[config.mk]
export PLATFORM = sky130hd
export DESIGN_NAME = systolic_result_drain_flat
export DESIGN_NICKNAME = d
export VERILOG_FILES = /design/src/rtl/systolic_result_drain_if.sv /design/src/rtl/systolic_result_drain.sv /design/src/flat_wrapper.sv
export SDC_FILE = /design/constraint.sdc
export NUM_CORES = 1
export LEC_CHECK = 0
export BUFFER_PORTS_ARGS = -buffer_cell sky130_fd_sc_hd__buf_2
export CORE_ASPECT_RATIO = 1.75
export CORE_MARGIN = 5
export CORE_UTILIZATION = 57
export DETAILED_ROUTE_END_ITERATION = 16
export PLACE_DENSITY_LB_ADDON = 0.15
export SYNTH_ARGS = -nofsm -noshare
export SYNTH_HDL_FRONTEND = slang
export SYNTH_HIERARCHICAL = 1
export SYNTH_SLANG_ARGS = --single-unit
[constraint.sdc]
create_clock -name clk -period 6.24 [get_ports clk]
set_clock_uncertainty 0.2 [all_clocks]
set_input_delay 0.624 -clock clk [delete_from_list [all_inputs] [get_ports clk]]
set_output_delay 0.624 -clock clk [all_outputs]
set_load 0.01 [all_outputs]
[src/rtl/systolic_result_drain_if.sv]
// Column-beat input and aligned-frame output bundle of the systolic result drain.
// master = array/consumer side, slave = the drain itself.
interface systolic_result_drain_if #(
    parameter int W = 14
);
    logic [2:0]       col_valid;
    logic [3*W-1:0]   col_data;
    logic             out_valid;
    logic             out_ready;
    logic [9*W-1:0]   out_c;
    logic [W+3:0]     out_sum;
    logic [3:0]       out_norm;
    logic             overflow;

    modport master (
        output col_valid, col_data, out_ready,
        input  out_valid, out_c, out_sum, out_norm, overflow
    );

    modport slave (
        input  col_valid, col_data, out_ready,
        output out_valid, out_c, out_sum, out_norm, overflow
    );
endinterface

[src/rtl/systolic_result_drain.sv]
// De-skews the 3x3 systolic array's column results into an aligned frame,
// then presents the frame, its element sum and the normalized sum via valid/ready.

// One column's row counter and storage; each column fills independently of the others.
module srd_column #(
    parameter int W    = 14,
    parameter int ROWS = 3
) (
    input  logic                     clk,
    input  logic                     rst_n,
    input  logic                     beat,
    input  logic                     open,
    input  logic                     restart,
    input  logic [W-1:0]             data,
    output logic [ROWS-1:0][W-1:0]   rows,
    output logic                     fill_done,
    output logic                     drop
);
    localparam int RW = $clog2(ROWS + 1);

    logic [RW-1:0] rcnt;
    logic          full;
    logic          take;

    assign full      = (rcnt == RW'(ROWS));
    assign take      = open && beat && !full;
    assign fill_done = full || (take && rcnt == RW'(ROWS - 1));
    assign drop      = beat && !restart && !take;

    // restart: handshake in DONE; a beat in that same cycle becomes row 0 of the next frame
    always_ff @(posedge clk or negedge rst_n) begin
        if (!rst_n) begin
            rcnt <= '0;
            rows <= '0;
        end else if (restart) begin
            rcnt <= beat ? RW'(1) : '0;
            if (beat) rows[0] <= data;
        end else if (take) begin
            for (int r = 0; r < ROWS; r++)
                if (rcnt == RW'(r)) rows[r] <= data;
            rcnt <= rcnt + RW'(1);
        end
    end
endmodule

module systolic_result_drain #(
    parameter int W = 14
) (
    input  logic                    clk,
    input  logic                    rst_n,
    systolic_result_drain_if.slave  bus
);
    localparam int N = 3;

    typedef enum logic [1:0] {IDLE, FILL, SUM, DONE} state_t;

    state_t                state, state_nxt;
    logic                  hs;
    logic                  open;
    logic [N-1:0]          fill_done;
    logic [N-1:0]          drop;
    logic [N-1:0][W-1:0]   col_rows [N];
    logic [W+3:0]          sum_c;
    logic [W+3:0]          sum_q;
    logic [3:0]            norm_q;
    logic                  ovf_q;

    assign hs   = (state == DONE) && bus.out_ready;
    assign open = (state == IDLE) || (state == FILL);

    for (genvar j = 0; j < N; j++) begin : g_col
        srd_column #(.W(W), .ROWS(N)) u_col (
            .clk       (clk),
            .rst_n     (rst_n),
            .beat      (bus.col_valid[j]),
            .open      (open),
            .restart   (hs),
            .data      (bus.col_data[j*W +: W]),
            .rows      (col_rows[j]),
            .fill_done (fill_done[j]),
            .drop      (drop[j])
        );
        for (genvar i = 0; i < N; i++) begin : g_row
            assign bus.out_c[(N*i+j)*W +: W] = col_rows[j][i];
        end
    end

    // 4-bit window from the leading one; small sums fall back to the low nibble
    function automatic logic [3:0] lead_norm(input logic [W+3:0] s);
        logic [3:0] n;
        n = s[3:0];
        for (int i = 3; i < W + 4; i++)
            if (s[i]) n = s[i -: 4];
        return n;
    endfunction

    always_comb begin
        sum_c = '0;
        for (int j = 0; j < N; j++)
            for (int i = 0; i < N; i++)
                sum_c = sum_c + (W+4)'(col_rows[j][i]);
    end

    always_comb begin
        state_nxt = state;
        case (state)
            IDLE: if (|bus.col_valid) state_nxt = FILL;
            FILL: if (&fill_done)     state_nxt = SUM;
            SUM:                      state_nxt = DONE;
            DONE: if (hs)             state_nxt = (|bus.col_valid) ? FILL : IDLE;
            default:                  state_nxt = IDLE;
        endcase
    end

    always_ff @(posedge clk or negedge rst_n) begin
        if (!rst_n) begin
            state  <= IDLE;
            sum_q  <= '0;
            norm_q <= '0;
            ovf_q  <= 1'b0;
        end else begin
            state <= state_nxt;
            ovf_q <= ovf_q | (|drop);
            if (state == SUM) begin
                sum_q  <= sum_c;
                norm_q <= lead_norm(sum_c);
            end
        end
    end

    assign bus.out_valid = (state == DONE);
    assign bus.out_sum   = sum_q;
    assign bus.out_norm  = norm_q;
    assign bus.overflow  = ovf_q;
endmodule

[src/flat_wrapper.sv]
// flat-port wrapper written by rule: the top's interface ports become plain ports
module systolic_result_drain_flat 
#(
    parameter int W = 14
)
  (clk, rst_n, bus_col_valid, bus_col_data, bus_out_ready, bus_out_valid, bus_out_c, bus_out_sum, bus_out_norm, bus_overflow);
  systolic_result_drain_if #(.W(W)) bus_i ();
  input  logic clk;
  input  logic rst_n;
  input wire logic [$bits(bus_i.col_valid)-1:0] bus_col_valid;
  input wire logic [$bits(bus_i.col_data)-1:0] bus_col_data;
  input wire logic [$bits(bus_i.out_ready)-1:0] bus_out_ready;
  output wire logic [$bits(bus_i.out_valid)-1:0] bus_out_valid;
  output wire logic [$bits(bus_i.out_c)-1:0] bus_out_c;
  output wire logic [$bits(bus_i.out_sum)-1:0] bus_out_sum;
  output wire logic [$bits(bus_i.out_norm)-1:0] bus_out_norm;
  output wire logic [$bits(bus_i.overflow)-1:0] bus_overflow;
  assign bus_i.col_valid = bus_col_valid;
  assign bus_i.col_data = bus_col_data;
  assign bus_i.out_ready = bus_out_ready;
  assign bus_out_valid = bus_i.out_valid;
  assign bus_out_c = bus_i.out_c;
  assign bus_out_sum = bus_i.out_sum;
  assign bus_out_norm = bus_i.out_norm;
  assign bus_overflow = bus_i.overflow;
  systolic_result_drain #(.W(W)) u_core (.clk(clk), .rst_n(rst_n), .bus(bus_i));
endmodule
==> impl_metrics.tcl <==
set metrics [dict create \
    routed_wirelength_mm 25.7 \
    synth_top_family_by_area "adder cells" \
    yosys_warnings 6 \
    ff2ff_path_depth 17 \
    synth.avg_cell_area_um2 12.8 \
    fp.dieW_um 112 \
    start_kind "register" \
    antennaDiodeCount 0 \
    areaGrowthSynthToFinish_pct 17.8 \
    gr-total-overflow 0 \
    ys.flop_type "dfrtp_1" \
    cts.sink_count 157 \
    finalSetupViolations 0 \
    clk_path_buf_depth 2 \
    min_path_type "in -> reg" \
    cp_common_cell "fa_1" \
    grt_pass1_wl_mm 41.9 \
    ff2ff_setup_slack_ns 0.56 \
    cts_hold_buf 1 \
    synth_adder_area_share_pct 22.8 \
    cts-root-buf "clkbuf_16" \
    grt_pass1_vias 7751 \
    ys_ff_latch 157 \
    core_area_um2 18000 \
    cts_tree "built" \
    design.die.area_um2 21000 \
    crit_path_max_incr_delay_ns 0.58 \
    gp_congestion 0.876 \
    post_cts_resized 0 \
    timing.final.crit_share_pct 91.1 \
    finalSetupTns_ns 0 \
    clock_latency_ns 0.44 \
    io_pins 198 \
    cts_setup_buffers 0 \
    drive_gt1_share_pct 39.0 \
    cts_buffers 17 \
    ant_nets 0 \
    critPathCaptureType "register" \
    grt_max_degree 74 \
    synth_edf_count 0 \
    critPathMaxFanout 9 \
    ys_seq_area_share_pct 38.0 \
    fin_nets 1184 \
    port_buffers 197 \
    async_reset_ff_share_pct 100 \
    crit_chain "inv_1, fa_1, inv_1, fa_1, fa_1, fa_1, ha_1, inv_1, fa_1, nand2b_1, a21o_1, a21o_1, xnor2_1, o21ai_0, a32oi_1, o211ai_1, a221o_1" \
    drc 0 \
    drt_iter0_drc 211 \
    slew_viol_final 0 \
    num_vias 6958 \
    start_util_pct 57.5 \
    die_y_um 188 \
    critPathRequiredTime_ns 6.35 \
    htree_levels 4 \
    multiInputGateArea_um2 5820 \
    num_rows 65 \
    crit_arrival_ns 5.79 \
    synth.most_common_cell "dfrtp_1" \
    rr_startpoint "u_core/g_col[0].u_col/rows[2]" \
    antenna_found_initial 0 \
    drtPass1Iterations 6 \
    hold_viol_final 0 \
    clk_pin_slew_ns 0.06 \
    rr_endpoint "u_core/bus.out_norm[1]" \
    place_hpwl_mm 19.9 \
    post-route-min-period_ns 5.68 \
    placed_area_um2 11500 \
    min_from "bus_col_data[10]" \
    synth_area_leaders "dfrtp_1, fa_1, mux2_4" \
    syn_inst 805 \
    crit_type "reg -> reg" \
    nFillCells 1437 \
    synth_xor_area_share_pct 1.11 \
    synth.top_cell.area_share_pct 38.0 \
    syn-num-nets 984 \
    slew_headroom_pct 20.7 \
    yosysTopAreaCell "dfrtp_1" \
    cap_viol_max_count 0 \
    synth_cell_type_count 64 \
    grt_util_all_layers_pct 26.0 \
    yosys.area_share.simple_pct 6.75 \
    max_freq_mhz 176 \
    rsz0062_at_grt "no" \
    holdPathEnd "u_core/g_col[0].u_col/rows[24]" \
    muxShareOfSynthArea_pct 18.0 \
    status "completed" \
    fin_area_um2 12200 \
    netlist_area_um2 10300 \
    crit_start "u_core/g_col[0].u_col/rows[2]" \
    synthTopCellsByCount "dfrtp_1, inv_1, fa_1" \
    synth_compound_area_share_pct 7.56 \
    regArea_um2 3930 \
    routedWlPerCell_um 20.5 \
    whs_path_depth 2 \
    vias_per_cell 5.56 \
    tightest_slew_ns 1.19 \
    crit_slowest_cell "fa_1" \
]
[worst max path at each step]
stage	endpoint	slack, ns
floorplan	u_core/bus.out_norm[3]	1.0
global placement	u_core/bus.out_norm[3]	0.74
detailed placement	u_core/bus.out_norm[1]	0.66
CTS	u_core/bus.out_norm[1]	0.63
global route	u_core/bus.out_norm[1]	0.25
finish	u_core/bus.out_norm[1]	0.56
[area by class of cell]
cell class / count / area share [%]
clock buffer: 20 / 3.75
clock inverter: 12 / 1.70
multi-input combinational: 512 / 47.8
timing repair buffer: 202 / 8.49
sequential: 157 / 32.3
tap: 234 / 2.41
inverter: 115 / 3.55
[cells in the final DEF (no fill, tap or decap), drive strengths merged, types with 4 or more instances in the layout]
cell type  instances
a211oi            12
a21o               7
a21oi             15
and2               6
buf              201
bufinv             5
clkbuf            20
dfrtp            157
fa                96
ha                35
inv              119
mux2             138
mux2i              8
nand2             20
nand2b             8
nand3              7
nand3b             6
nor2              26
nor2b              8
nor3              13
nor3b              4
o211ai             5
o21a               6
o21ai             28
o311ai             4
or2                4
or3                4
xnor2              8
[per-stage QoR]
| step | hold WS, ns | setup WS [ns] | cells | utilization [%] |
|---|---|---|---|---|
| 2_1_floorplan | 0.128 | 0.999 | 805 | - |
| 3_3_place_gp | 0.251 | 0.744 | 1219 | 63.9 |
| 3_5_place_dp | 0.257 | 0.665 | 1219 | 63.9 |
| 4_1_cts | 0.228 | 0.634 | 1252 | 67.7 |
| 5_1_grt | 0.230 | 0.253 | 1252 | 67.7 |
| 6_report | 0.244 | 0.558 | 1252 | 67.7 |
[critical path: cells and delay by family, from the launching register on]
kind                     cells  cell delay [ns]
AO/OA/AOI/OAI                6             1.35
XOR/XNOR                     1             0.56
adder cells (fa/ha/maj)      6             2.71
buffers and inverters        3             0.19
flip-flops                   1             0.37
AND/OR/NAND/NOR              1             0.17
[registers in the layout (all words and copies together) (netlist names)]
register / flops
u_core/g_col.u_col/rows: 126
u_core/bus.out_sum: 18
u_core/g_col.u_col/rcnt: 6
u_core/bus.out_norm: 4
u_core/state: 2
u_core/bus.overflow: 1
[cells by family after synthesis]
kind of cell	count (synthesis)
compound gates	107
xor+xnor	11
fa+ha+maj	131
buf+inv	136
flops	157
mux	146
simple gates	117
[layer usage]
metal	global-route usage [%]	vias up	wire length (µm)
li1	-	3141	-
met1	29.4	3506	9390
met2	46.1	252	13900
met3	6.17	59	1440
met4	11.4	0	1000
met5	0	-	0
Power is left out: the tool's default activity adds up to more than one toggle a clock period on the data nets, which glitch-free logic cannot reach.
